### config.mk
export PLATFORM = sky130hd
export DESIGN_NAME = tc_product_rescale
export DESIGN_NICKNAME = d
export VERILOG_FILES = /design/src/rtl/tc_rescale_pkg.sv /design/src/rtl/tc_rescale_fifo.sv /design/src/rtl/tc_product_rescale.sv
export SDC_FILE = /design/constraint.sdc
export NUM_CORES = 1
export LEC_CHECK = 0
export ABC_CLOCK_PERIOD_IN_PS = 2400
export BUFFER_PORTS_ARGS = -buffer_cell sky130_fd_sc_hd__buf_2
export CORE_MARGIN = 4
export CORE_UTILIZATION = 35
export CTS_CLUSTER_DIAMETER = 120
export DETAILED_ROUTE_END_ITERATION = 7
export GPL_TIMING_DRIVEN = 0
export PLACE_DENSITY = 0.54
export SLEW_MARGIN = 0
export SYNTH_ARGS = -nofsm -noshare
export SYNTH_HDL_FRONTEND = slang
export SYNTH_SLANG_ARGS = --single-unit
### constraint.sdc
create_clock -name ap_clk -period 2.4 [get_ports ap_clk]
set_clock_uncertainty 0.05 [all_clocks]
set_input_delay 0.24 -clock ap_clk [delete_from_list [all_inputs] [get_ports ap_clk]]
set_output_delay 0.24 -clock ap_clk [all_outputs]
set_load 0.05 [all_outputs]
### src/rtl/tc_rescale_pkg.sv
// Shared constants and the saturation helper for the product rescale block.
package tc_rescale_pkg;

    localparam int PROD_W = 31;
    localparam int SHIFT  = 14;
    localparam int OUT_W  = 14;

    localparam logic [PROD_W:0] RND_C = (PROD_W + 1)'(1) << (SHIFT - 1);

    // Clips a signed value to a signed range of 'width' bits; returns {ovf, result}.
    function automatic logic [OUT_W:0] sat_s(input logic signed [PROD_W:0] value,
                                             input int width);
        logic signed [PROD_W:0] hi;
        logic signed [PROD_W:0] lo;
        hi = $signed(((PROD_W + 1)'(1) << (width - 1)) - (PROD_W + 1)'(1));
        lo = ~hi;
        if (value > hi) begin
            return {1'b1, hi[OUT_W-1:0]};
        end else if (value < lo) begin
            return {1'b1, lo[OUT_W-1:0]};
        end
        return {1'b0, value[OUT_W-1:0]};
    endfunction

endpackage

### src/rtl/tc_rescale_fifo.sv
// First-word-fall-through FIFO with an occupancy count; head is zero while empty.
module tc_rescale_fifo
    import tc_rescale_pkg::*;
#(
    parameter int W     = 15,
    parameter int DEPTH = 4,
    localparam int AW   = $clog2(DEPTH),
    localparam int CW   = $clog2(DEPTH + 1)
) (
    input  logic          clk_sys,
    input  logic          rst_b,
    input  logic          wr_en,
    input  logic [W-1:0]  wr_data,
    input  logic          rd_en,
    output logic [W-1:0]  rd_data,
    output logic          rd_valid,
    output logic [CW-1:0] count
);

    logic [W-1:0]  mem [DEPTH];
    logic [AW-1:0] wr_ptr;
    logic [AW-1:0] rd_ptr;
    logic          pop;

    assign rd_valid = (count != '0);
    assign pop      = rd_en & rd_valid;
    assign rd_data  = rd_valid ? mem[rd_ptr] : '0;

    always_ff @(posedge clk_sys) begin
        if (wr_en) begin
            mem[wr_ptr] <= wr_data;
        end
    end

    // Explicit wrap so non-power-of-two depths also work.
    always_ff @(posedge clk_sys or negedge rst_b) begin
        if (!rst_b) begin
            wr_ptr <= '0;
            rd_ptr <= '0;
            count  <= '0;
        end else begin
            if (wr_en) begin
                wr_ptr <= (wr_ptr == AW'(DEPTH - 1)) ? '0 : wr_ptr + 1'b1;
            end
            if (pop) begin
                rd_ptr <= (rd_ptr == AW'(DEPTH - 1)) ? '0 : rd_ptr + 1'b1;
            end
            case ({wr_en, pop})
                2'b10:   count <= count + 1'b1;
                2'b01:   count <= count - 1'b1;
                default: count <= count;
            endcase
        end
    end

endmodule

### src/rtl/tc_product_rescale.sv
// Round, shift and saturate the multiplier product; credit-managed FWFT output stream.
// Optional saturation counter and its ports are enabled by TC_RESCALE_SAT_CNT_EN.
module tc_product_rescale
    import tc_rescale_pkg::*;
#(
    parameter int PROD_W     = tc_rescale_pkg::PROD_W,
    parameter int SHIFT      = tc_rescale_pkg::SHIFT,
    parameter int OUT_W      = tc_rescale_pkg::OUT_W,
    parameter int FIFO_DEPTH = 4
`ifdef TC_RESCALE_SAT_CNT_EN
    , parameter int CNT_W    = 16
`endif
) (
    input  logic              ap_clk,
    input  logic              ap_rst_n,
    input  logic              s_valid,
    output logic              s_ready,
    input  logic [PROD_W-1:0] s_prod,
    output logic              m_valid,
    input  logic              m_ready,
    output logic [OUT_W-1:0]  m_data,
    output logic              m_ovf
`ifdef TC_RESCALE_SAT_CNT_EN
    , input  logic             clr_cnt,
    output logic [CNT_W-1:0]  sat_count
`endif
);

    localparam int CW = $clog2(FIFO_DEPTH + 1);

    logic                     run;
    logic                     v1;
    logic signed [PROD_W:0]   r1;
    logic                     v2;
    logic [OUT_W-1:0]         d2;
    logic                     o2;
    logic signed [PROD_W:0]   q_c;
    logic [OUT_W:0]           sat_v;
    logic [OUT_W:0]           head;
    logic [CW-1:0]            fifo_cnt;
    logic [CW:0]              inflight;

    // Every word already accepted holds a FIFO slot, so writes can never overflow.
    assign inflight = (CW + 1)'(fifo_cnt) + (CW + 1)'(v1) + (CW + 1)'(v2);
    assign s_ready  = run && (inflight < (CW + 1)'(FIFO_DEPTH));

    assign q_c   = r1 >>> SHIFT;
    assign sat_v = sat_s(q_c, OUT_W);

    always_ff @(posedge ap_clk or negedge ap_rst_n) begin
        if (!ap_rst_n) begin
            run <= 1'b0;
            v1  <= 1'b0;
            r1  <= '0;
            v2  <= 1'b0;
            d2  <= '0;
            o2  <= 1'b0;
        end else begin
            run <= 1'b1;
            v1  <= s_valid & s_ready;
            if (s_valid & s_ready) begin
                r1 <= $signed({s_prod[PROD_W-1], s_prod}) + $signed(RND_C);
            end
            v2 <= v1;
            if (v1) begin
                d2 <= sat_v[OUT_W-1:0];
                o2 <= sat_v[OUT_W];
            end
        end
    end

    tc_rescale_fifo #(
        .W     (OUT_W + 1),
        .DEPTH (FIFO_DEPTH)
    ) u_fifo (
        .clk_sys  (ap_clk),
        .rst_b    (ap_rst_n),
        .wr_en    (v2),
        .wr_data  ({o2, d2}),
        .rd_en    (m_ready),
        .rd_data  (head),
        .rd_valid (m_valid),
        .count    (fifo_cnt)
    );

    assign m_data = head[OUT_W-1:0];
    assign m_ovf  = head[OUT_W];

`ifdef TC_RESCALE_SAT_CNT_EN
    always_ff @(posedge ap_clk or negedge ap_rst_n) begin
        if (!ap_rst_n) begin
            sat_count <= '0;
        end else if (clr_cnt) begin
            sat_count <= '0;
        end else if (v2 && o2 && (sat_count != '1)) begin
            sat_count <= sat_count + 1'b1;
        end
    end
`endif

endmodule
==> flow_summary.ini <==
[clock_network]
path_clk_slew_ns = 0.07
numCtsBuffers = 9
clock_sinks = 103
cts_tree = done
worstSkewPairLatency_ns = 0.34
cts_max_level = 3
cts_buffer_depth = 2
cts_root_buf = clkbuf_16

[global_route]
antenna_found_initial = 0
grt_overflow = 0
grt_max_degree = 44
grt_pass1_wl_um = 12700
grt_usage = 0.112
grt_pass1_vias = 2504

[timing]
drv_slew = 0
tns_ns = 0
fin_crit_sh = 0.944
rsz0062_at_grt = no
setup_viol = 0
hold_viol = 0
maxClockFrequency_ghz = 0.441
worstMarginPinSlew_ns = 0.953
slew_headroom = 0.365
period_minus_slack_ns = 2.27

[min_path]
hp-class = primary input to async pin

[placed_design]
place_congestion = 0.746
place_area_sq_um = 4740
port_buffers = 38
dp_hpwl_um = 5300

[worst_setup_path]
required_ns = 2.11
critPathMostFrequentCell = buf_6
end_kind = primary output
critPathMaxStageDelay_ns = 0.52
slowest_stage = mux4_2
cp_cell_sequence = buf_6, buf_6, mux4_2, and2_1, buf_2
start_kind = register
critical_path_class = register to primary output
critPathMaxFanout = 10
rr_worst_depth = 9
path_buf_inv = 3
worstSetupPathDepth = 5
arrival_ns = 1.98
cp_top_family = buffers and inverters

[die]
rows = 40
start_util = 0.360
ioPinCount = 52
core_area_sq_um = 12100
dieHeight_um = 119
dieArea_sq_um = 14300
dieWidth_um = 119

[cells_and_area]
drive_gt1_frac = 0.207
nets = 411
syn_to_final_growth_pct = 16.3
layout_commonest_cell = edfxtp_1
antenna_cells = 0
final_cell_mix = edfxtp_1 (60), dfrtp_1 (43), buf_2 (38)
finalInstanceArea_sq_um = 5050

[synthesis]
synth_area_per_cell_sq_um = 13.6
synth_top_family_by_area = simple AND/OR/NAND/NOR gates
yosys.area.top_type = edfxtp_1
synth_fp_nets = 364
synth_mux_area_frac = 0.0853
synthCells = 320
synth_cell_types = 34
synth_area_sq_um = 4340
synth_top_area_frac = 0.415
synth_compound_area_frac = 0.0559
yosysWarningCount = 0
ys_seq_elements = 103
synth_xor_area_frac = 0.0262
ys_seq_area_frac = 0.663
synthAdderAreaFrac = 0.0277
yosys-top-cells-area = edfxtp_1 (41%), dfrtp_1 (25%), mux4_2 (7.8%), nor2_1 (3.1%), and2_1 (2.9%)
yosys.area_share.simple = 0.117

[power_and_ir_drop]
p_leak_uw = 0.00190
ir_worst_vdd_mv = 0.417
power.density_nw_per_um2 = 1240

[run]
drv_cap = 0

[route]
antenna_left = 0
drt_iter0_drc = 89
post-route-drc-count = 0
num_vias = 2466
viasPerCell = 4.57
wl_um = 7410
drt-wirelength-per-cell_um = 13.7
first_pass_iters = 4

[status]
status = completed
-- layout make-up --
| type | count | area, sq um |
|---|---|---|
| fill | 1131 | 7010 |
| sequential | 103 | 2880 |
| multi-input combinational | 190 | 1360 |
| clock buffer | 9 | 225 |
| tap | 168 | 210 |
| timing repair buffer | 38 | 190 |
| clock inverter | 7 | 73.8 |
| buffer | 12 | 65.1 |
| inverter | 13 | 48.8 |
-- worst paths after layout --
path / from / to / slack (ns)
worst max-delay path: u_fifo.rd_ptr[0] / m_data[13] / 0.13
worst min-delay path: ap_rst_n / run / 0.0003
worst max register to register: u_fifo.count[0] / u_fifo.count[2] / 0.23
worst min register to register: v1 / v2 / 0.32
max in group asynchronous: ap_rst_n / d2[7] / 1.70
min in group ap_clk: s_prod[30] / r1[31] / 0.14
-- sequential cells by signal (all words and copies together), names as in the netlist --
| name | cells |
|---|---|
| d2 | 14 |
| o2 | 1 |
| r1 | 18 |
| run | 1 |
| u_fifo.count | 3 |
| u_fifo.mem | 60 |
| u_fifo.rd_ptr | 2 |
| u_fifo.wr_ptr | 2 |
| v1 | 1 |
| v2 | 1 |
-- cell usage after synthesis --
master,n
edfxtp_1,60
dfrtp_1,43
nor2_1,36
nand2_1,23
and2_1,20
o21ai_0,20
a21oi_1,15
mux4_2,15
inv_1,13
clkbuf_1,10
xnor2_1,9
ha_1,8
or3_1,7
a31oi_1,6
nand3_1,4
xor2_1,4
nor3_1,3
nor4_1,3
or4_1,3
buf_2,2
mux2_2,2
nand4_1,2
a21o_1,1
buf_1,1
clkbuf_2,1
conb_1,1
fa_1,1
mux2i_1,1
nand3_4,1
nor2b_1,1
o211ai_1,1
o21a_1,1
o31ai_1,1
or2_2,1
-- metal layers --
layer  GRT usage  vias up  routed length [um]
met4      0.0451        0                  94
met2       0.177       50                3460
met5           0        -                   0
met3      0.0218        8                 329
li1            -     1247                   -
met1       0.153     1161                3530
-- stage by stage --
stage	utilization	total power (uW)	worst slack, ns	hold WS [ns]	cells
detailed placement	0.393	4920	0.0478	0.308	526
CTS	0.419	6350	0.0557	0.0281	541
global placement	0.393	4850	0.0898	0.308	526
global route	0.419	6690	0.0273	0.0937	540
finish	0.419	6260	0.134	0.000294	540
floorplan	-	4350	0.347	-0.106	320
-- repair_timing --
action / in CTS / in global routing
setup buffers: 0 / 0
hold buffers: 0 / 0
pin swaps: 0 / 0
setup endpoints to repair: 9 / 10
gates cloned: 0 / 0
gates resized for setup: 5 / 1
-- where the power goes --
part / total [uW] / switching [uW] / internal (uW)
sequential: 2730 / 329 / 2400
combinational: 2120 / 1360 / 756
clock: 1420 / 679 / 738
-- cells by family after synthesis --
family / Yosys count
and+or+nand+nor: 104
DFF: 103
xor gates and xnor gates: 13
AOI/OAI and AO/OA: 45
adders and majority gates: 9
muxes: 18
buffers and inverters: 27
other: 1
No activity file was read; power rests on OpenSTA's default activity.
